## config.mk

```make
export PLATFORM = sky130hd
export DESIGN_NAME = mult_mac_ctrl
export DESIGN_NICKNAME = d
export VERILOG_FILES = /design/src/rtl/mult_mac_ctrl.sv
export SDC_FILE = /design/constraint.sdc
export NUM_CORES = 1
export LEC_CHECK = 0
export CORE_ASPECT_RATIO = 0.75
export CORE_MARGIN = 2
export CORE_UTILIZATION = 28
export DETAILED_ROUTE_END_ITERATION = 6
export HOLD_SLACK_MARGIN = 0.03
export PLACE_DENSITY_LB_ADDON = 0.05
export SYNTH_ARGS = -nofsm -noshare
export SYNTH_HDL_FRONTEND = slang
export SYNTH_SLANG_ARGS = --single-unit
```

## constraint.sdc

```tcl
create_clock -name clock -period 4 [get_ports clock]
set_input_delay 0.6 -clock clock [delete_from_list [all_inputs] [get_ports clock]]
set_output_delay 0.6 -clock clock [all_outputs]
set_load 0.05 [all_outputs]
```

## src/rtl/mult_mac_ctrl.sv

```systemverilog
// ---------------------------------------------------------------------------
// mult_mac_ctrl
// Multiply-accumulate sequencer. Operand pairs are queued in a 4-entry FIFO.
// Each pair is sent to an external multiplier with a start/done handshake.
// The signed products are summed into an accumulator. When a pair tagged
// "last" completes, the group sum and pair count are offered on a
// valid/ready output.
//
// Ports
//   clock, reset_n       : clock; synchronous reset, active HIGH despite name
//   in_valid/in_ready    : operand push handshake
//   in_a, in_b, in_last  : operands (A signed) and end-of-group marker
//   mul_start            : held high from launch until mul_done or timeout
//   mul_a, mul_b         : operands presented to the multiplier
//   mul_done             : multiplier result strobe
//   mul_product          : signed 16-bit multiplier result
//   acc_valid/acc_ready  : group result handshake
//   acc_out, acc_count   : group sum (mod 2^ACC_W) and accepted pair count
//   err                  : sticky multiplier timeout flag, cleared by reset
//   busy                 : FSM not idle or FIFO holding pairs
// ---------------------------------------------------------------------------
module mult_mac_ctrl #(
   parameter int ACC_W   = 24,
   parameter int TIMEOUT = 32
) (
   input  logic             clock,
   input  logic             reset_n,
   input  logic             in_valid,
   output logic             in_ready,
   input  logic [7:0]       in_a,
   input  logic [7:0]       in_b,
   input  logic             in_last,
   output logic             mul_start,
   output logic [7:0]       mul_a,
   output logic [7:0]       mul_b,
   input  logic             mul_done,
   input  logic [15:0]      mul_product,
   output logic             acc_valid,
   input  logic             acc_ready,
   output logic [ACC_W-1:0] acc_out,
   output logic [7:0]       acc_count,
   output logic             err,
   output logic             busy
);

   localparam int TW = (TIMEOUT < 2) ? 1 : $clog2(TIMEOUT);
   localparam logic [TW-1:0] T_LIM = TW'(TIMEOUT - 1);

   typedef enum logic [2:0] {
      S_IDLE,
      S_LAUNCH,
      S_WAIT,
      S_RELEASE,
      S_EMIT
   } state_t;

   state_t           state_q, state_d;
   logic [16:0]      fifo_mem_q [4];
   logic [16:0]      fifo_mem_d [4];
   logic [1:0]       wr_ptr_q, wr_ptr_d;
   logic [1:0]       rd_ptr_q, rd_ptr_d;
   logic [2:0]       fifo_cnt_q, fifo_cnt_d;
   logic [7:0]       op_a_q, op_a_d;
   logic [7:0]       op_b_q, op_b_d;
   logic             op_last_q, op_last_d;
   logic [15:0]      prod_q, prod_d;
   logic             prod_ok_q, prod_ok_d;
   logic [TW-1:0]    timer_q, timer_d;
   logic [ACC_W-1:0] acc_q, acc_d;
   logic [7:0]       cnt_q, cnt_d;
   logic             err_q, err_d;
   logic             mul_start_q, mul_start_d;
   logic             acc_valid_q, acc_valid_d;
   logic             push, pop;

   // in_ready depends only on the stored count, so a full FIFO refuses a push
   // even in a cycle where the FSM pops the head.
   assign in_ready  = (fifo_cnt_q != 3'd4);
   assign push      = in_valid && in_ready;
   assign pop       = (state_q == S_IDLE) && (fifo_cnt_q != 3'd0);

   assign mul_start = mul_start_q;
   assign mul_a     = op_a_q;
   assign mul_b     = op_b_q;
   assign acc_valid = acc_valid_q;
   assign acc_out   = acc_q;
   assign acc_count = cnt_q;
   assign err       = err_q;
   assign busy      = (state_q != S_IDLE) || (fifo_cnt_q != 3'd0);

   // Circular-buffer bookkeeping. Each entry packs {last, a, b}. Pushes are
   // accepted in every FSM state, and pops only happen from IDLE.
   always_comb begin
      fifo_mem_d = fifo_mem_q;
      if (push) begin
         fifo_mem_d[wr_ptr_q] = {in_last, in_a, in_b};
      end
      wr_ptr_d   = wr_ptr_q + 2'(push);
      rd_ptr_d   = rd_ptr_q + 2'(pop);
      fifo_cnt_d = fifo_cnt_q + 3'(push) - 3'(pop);
   end

   // Sequencer next-state logic. timer counts cycles since LAUNCH, with
   // LAUNCH itself as cycle 0, so mul_start is held for at most TIMEOUT
   // cycles. The product is folded into the accumulator on the cycle that
   // RELEASE is left. RELEASE is held while mul_done stays high, so a single
   // result is added only once. A timed-out pair is dropped from the sum and
   // from the count. If that pair was the last of its group, EMIT still runs.
   always_comb begin
      state_d   = state_q;
      op_a_d    = op_a_q;
      op_b_d    = op_b_q;
      op_last_d = op_last_q;
      prod_d    = prod_q;
      prod_ok_d = prod_ok_q;
      timer_d   = timer_q;
      acc_d     = acc_q;
      cnt_d     = cnt_q;
      err_d     = err_q;
      case (state_q)
         S_IDLE: begin
            if (pop) begin
               op_last_d = fifo_mem_q[rd_ptr_q][16];
               op_a_d    = fifo_mem_q[rd_ptr_q][15:8];
               op_b_d    = fifo_mem_q[rd_ptr_q][7:0];
               timer_d   = '0;
               state_d   = S_LAUNCH;
            end
         end
         S_LAUNCH: begin
            timer_d = timer_q + 1'b1;
            state_d = S_WAIT;
         end
         S_WAIT: begin
            if (mul_done) begin
               prod_d    = mul_product;
               prod_ok_d = 1'b1;
               state_d   = S_RELEASE;
            end else if (timer_q >= T_LIM) begin
               err_d     = 1'b1;
               prod_ok_d = 1'b0;
               state_d   = S_RELEASE;
            end else begin
               timer_d = timer_q + 1'b1;
            end
         end
         S_RELEASE: begin
            if (!mul_done) begin
               if (prod_ok_q) begin
                  acc_d = acc_q + ACC_W'($signed(prod_q));
                  cnt_d = cnt_q + 8'd1;
               end
               state_d = op_last_q ? S_EMIT : S_IDLE;
            end
         end
         S_EMIT: begin
            if (acc_ready) begin
               acc_d   = '0;
               cnt_d   = '0;
               state_d = S_IDLE;
            end
         end
         default: state_d = S_IDLE;
      endcase
      mul_start_d = (state_d == S_LAUNCH) || (state_d == S_WAIT);
      acc_valid_d = (state_d == S_EMIT);
   end

   // All state, including the registered handshake outputs, with synchronous
   // reset. A reset during a launch drops mul_start on the next edge.
   always_ff @(posedge clock) begin
      if (reset_n) begin
         state_q     <= S_IDLE;
         fifo_mem_q  <= '{default: '0};
         wr_ptr_q    <= '0;
         rd_ptr_q    <= '0;
         fifo_cnt_q  <= '0;
         op_a_q      <= '0;
         op_b_q      <= '0;
         op_last_q   <= 1'b0;
         prod_q      <= '0;
         prod_ok_q   <= 1'b0;
         timer_q     <= '0;
         acc_q       <= '0;
         cnt_q       <= '0;
         err_q       <= 1'b0;
         mul_start_q <= 1'b0;
         acc_valid_q <= 1'b0;
      end else begin
         state_q     <= state_d;
         fifo_mem_q  <= fifo_mem_d;
         wr_ptr_q    <= wr_ptr_d;
         rd_ptr_q    <= rd_ptr_d;
         fifo_cnt_q  <= fifo_cnt_d;
         op_a_q      <= op_a_d;
         op_b_q      <= op_b_d;
         op_last_q   <= op_last_d;
         prod_q      <= prod_d;
         prod_ok_q   <= prod_ok_d;
         timer_q     <= timer_d;
         acc_q       <= acc_d;
         cnt_q       <= cnt_d;
         err_q       <= err_d;
         mul_start_q <= mul_start_d;
         acc_valid_q <= acc_valid_d;
      end
   end

endmodule

```

==> flow_summary_export.csv <==
group,metric,value,unit
worst_setup_path,cp-startpoint,"state_q[2]$_SDFF_PP0_",
timing,fin_setup_tns,0,ns
power_and_ir_drop,seq_power_share,40.4,%
logic_synthesis,syn_nets,894,
worst_setup_path,required,4.27,ns
grt,grt_pass1_wl,31500,microns
worst_setup_path,critPathLaunchType,"register",
logic_synthesis,synth_edf_count,0,
floorplanning,die_width,187,microns
worst_setup_path,slowest_stage,"or4_1",
worst_setup_path,path_class,"register to register",
floorplanning,start_util,28.3,%
timing,skew,0.0128,ns
detailed_routing,drc,0,
detailed_routing,vias_per_cell,4.77,
worst_setup_path,critPathCaptureType,"register",
power_and_ir_drop,power,4.38,mW
worst_setup_path,worstPathArrival,3.07,ns
timing,worstMarginPinSlew,1.07,ns
grt,grt-ovfl-total,0,
logic_synthesis,synth_top_area_cell,"dfxtp_1",
grt,grt_max_degree,98,
grt,grt_pass1_vias,5837,
power_and_ir_drop,netSwitchingFraction,34.4,%
timing,fmax,356,MHz
power_and_ir_drop,p_switching,1.51,mW
job,max_cap_viol_count,0,
logic_synthesis,ys_warn_count,0,
clock_network,post_cts_resized,0,
detailed_routing,antenna_left,0,
clock_network,cts_hold_buf,0,
worst_setup_path,worstPathMaxFanout,24,
logic_synthesis,synth_area_leaders,"dfxtp_1 (43%), nand2_1 (12%), a21oi_1 (8.9%), mux4_2 (5.5%), ha_1 (5.4%)",
detailed_routing,routed_wl,19800,microns
logic_synthesis,yosys-top-cells-count,"nand2_1 (229), dfxtp_1 (152), a21oi_1 (125)",
logic_synthesis,synth_flop_cell,"dfxtp_1",
worst_hold_path,hold_class,"register to register",
floorplanning,rows,50,
logic_synthesis,post-synth-top-count-cell,"nand2_1",
clock_network,clock_path_buffers,2,
logic_synthesis,ys_ff_latch,152,
clock_network,clk_pin_slew,0.07,ns
floorplanning,io_pins,91,
clock_network,cts_buffers,17,
logic_synthesis,ys_seq_area_share,43.5,%
logic_synthesis,async_flop_share,0,%
placed_design,numPortBuffers,90,
clock_network,cts-root-buf,"clkbuf_16",
clock_network,h-tree-depth,4,
run_status,status,"finished clean",
grt,antenna_found_initial,0,
clock_network,clkLatencyLatePin,0.42,ns
detailed_routing,first_pass_iters,6,
logic_synthesis,synth_area_per_cell,8.50,sq um
detailed_routing,num_vias,5954,
placed_design,finalWeightedCongestion,0.765,
timing,rsz0062_at_grt,"no",
power_and_ir_drop,pwr-share-comb,24.0,%
clock_network,clock-sinks,152,
floorplanning,dieHeight,141,microns
power_and_ir_drop,intPower,2.87,mW
clock_network,cts_tree,"done",
grt,track_usage,15.2,%
worst_setup_path,crit_buf_inv,4,
worst_hold_path,min_from,"mul_b[6]$_SDFFE_PP0P_",
logic_synthesis,synth_area,7000,sq um
placed_design,dp_hpwl,13300,microns
worst_setup_path,timing.rr.start,"state_q[2]$_SDFF_PP0_",
timing,finalCritPeriodShare,70.1,%
timing,min_period,2.81,ns
detailed_routing,drt_first_iter_violations,283,
timing,timing.slew.headroom,28.6,%
power_and_ir_drop,irDropWorstVdd,0.320,mV
cells_and_area,diodes,0,
logic_synthesis,yosys.cell_types.count,62,
worst_setup_path,crit_chain,"or4_1 > inv_2 > buf_4 > ha_1 > inv_1 > ha_1 > inv_1 > fa_1 > xor2_1 > xnor2_1 > nor2_1",
power_and_ir_drop,pwr-share-clk,35.6,%
worst_setup_path,max_stage_delay,0.60,ns
timing,final_hold_viol_count,0,
logic_synthesis,syn_inst,824,
power_and_ir_drop,leakagePower,3.19,nW
floorplanning,design.core.area,24800,sq um
timing,slew_violations,0,
power_and_ir_drop,p_per_area,499,nW/um^2
cells_and_area,syn_to_final_growth,25.2,%
timing,finalSetupViolCount,0,
detailed_routing,wl_per_cell,15.8,microns
worst_setup_path,path_delay_family,"adder cells",
cells_and_area,nets,968,
logic_synthesis,synth_top_area_share,43.5,%
floorplanning,dieArea,26300,sq um
cells_and_area,layout-drive-gt1-share,9.00,%
clock_network,postCtsSetupRepairBufs,0,
cells by family after synthesis:
| family | after synthesis | synth area share [%] |
|---|---|---|
| buffers and inverters | 59 | 3.68 |
| multiplexers | 20 | 5.90 |
| AND/OR/NAND/NOR | 337 | 20.5 |
| AO/OA/AOI/OAI | 196 | 17.0 |
| flip-flops | 152 | 43.5 |
| XOR/XNOR | 28 | 3.50 |
| adder cells (fa/ha/maj) | 32 | 5.93 |
sequential cells by signal, indices dropped and copies added, names as in the netlist:
| name | flops |
|---|---|
| mul_b | 8 |
| mul_a | 8 |
| rd_ptr_q | 2 |
| acc_count | 8 |
| op_last_q | 1 |
| acc_out | 24 |
| prod_q | 16 |
| err | 1 |
| acc_valid | 1 |
| state_q | 3 |
| wr_ptr_q | 2 |
| fifo_mem_q | 68 |
| prod_ok_q | 1 |
| fifo_cnt_q | 3 |
| mul_start | 1 |
| timer_q | 5 |
worst register-to-register path, delay by kind of cell (launching register included):
family        cells  cell delay [ns]
fa+ha+maj         3             0.80
xor+xnor          2             0.31
flops             1             0.41
buf+inv           4             0.49
simple gates      2             0.65
metrics by stage:
stage | hold WS [ns] | instance area, sq um | setup slack [ns] | cells | util (%)
4_1_cts | 0.456 | 8770 | 1.18 | 1249 | 35.4
5_1_grt | 0.473 | 8770 | 1.06 | 1249 | 35.4
3_5_place_dp | 0.446 | 8200 | 1.06 | 1217 | 33.1
3_3_place_gp | 0.439 | 8200 | 1.09 | 1217 | 33.1
2_1_floorplan | 0.433 | 7000 | 1.21 | 824 | -
6_report | 0.455 | 8770 | 1.19 | 1249 | 35.4
power by group through the flow:
| stage | registers, mW | clock network, mW | logic, mW |
|---|---|---|---|
| 2_1_floorplan | 1.82 | 0 | 0.669 |
| 3_3_place_gp | 1.80 | 0 | 1.04 |
| 3_5_place_dp | 1.81 | 0 | 1.07 |
| 4_1_cts | 1.77 | 1.61 | 1.07 |
| 5_1_grt | 1.79 | 1.68 | 1.16 |
| 6_report | 1.77 | 1.56 | 1.05 |
metal layers:
layer,track usage (%),up-vias,routed length [microns]
met5,0,-,0
met4,3.43,0,134
met3,3.68,10,801
met2,24.5,103,9040
met1,20.6,2842,9780
li1,-,2999,-
cells in the final DEF, fill, tap and decap left out, types with 3 or more instances in the layout:
cell type | synthesis | final
and2b_2 | 3 | 3
mux4_2 | 17 | 17
o21bai_1 | 3 | 3
nor3_1 | 11 | 11
clkdlybuf4s50_1 | 0 | 89
inv_6 | 0 | 8
a21oi_1 | 125 | 125
o31ai_1 | 3 | 3
o21ai_0 | 9 | 9
a31oi_1 | 9 | 9
clkbuf_16 | 0 | 17
dfxtp_1 | 152 | 152
or3_1 | 4 | 4
nand3b_1 | 6 | 6
a21o_1 | 6 | 6
o21a_1 | 3 | 3
xnor2_1 | 14 | 14
buf_4 | 0 | 13
nor2b_1 | 4 | 4
xor2_1 | 14 | 14
a211oi_1 | 4 | 4
nand2b_1 | 3 | 3
a22o_1 | 13 | 13
mux2i_1 | 3 | 3
nor2_1 | 44 | 43
inv_1 | 11 | 11
and3_1 | 5 | 5
nand3_1 | 12 | 12
nand4_1 | 5 | 5
ha_1 | 30 | 30
nand2_1 | 229 | 229
worst paths after layout:
kind | end | slack (ns) | cells after the start
worst min register to register | mul_b[6]$_SDFFE_PP0P_ | 0.45 | 2
worst min-delay path | mul_b[6]$_SDFFE_PP0P_ | 0.45 | 2
worst max-delay path | fifo_cnt_q[2]$_SDFF_PP0_ | 1.19 | 11
worst max register to register | fifo_cnt_q[2]$_SDFF_PP0_ | 1.19 | 11
layout make-up:
type	count	area [sq um]
Clock buffer	18	439
Clock inverter	14	125
Sequential cell	152	3040
Inverter	12	45.0
Timing Repair Buffer	102	988
Tap cell	338	423
Fill cell	2533	16000
Multi-Input combinational cell	613	3700
(Power assumes the default switching activity.)
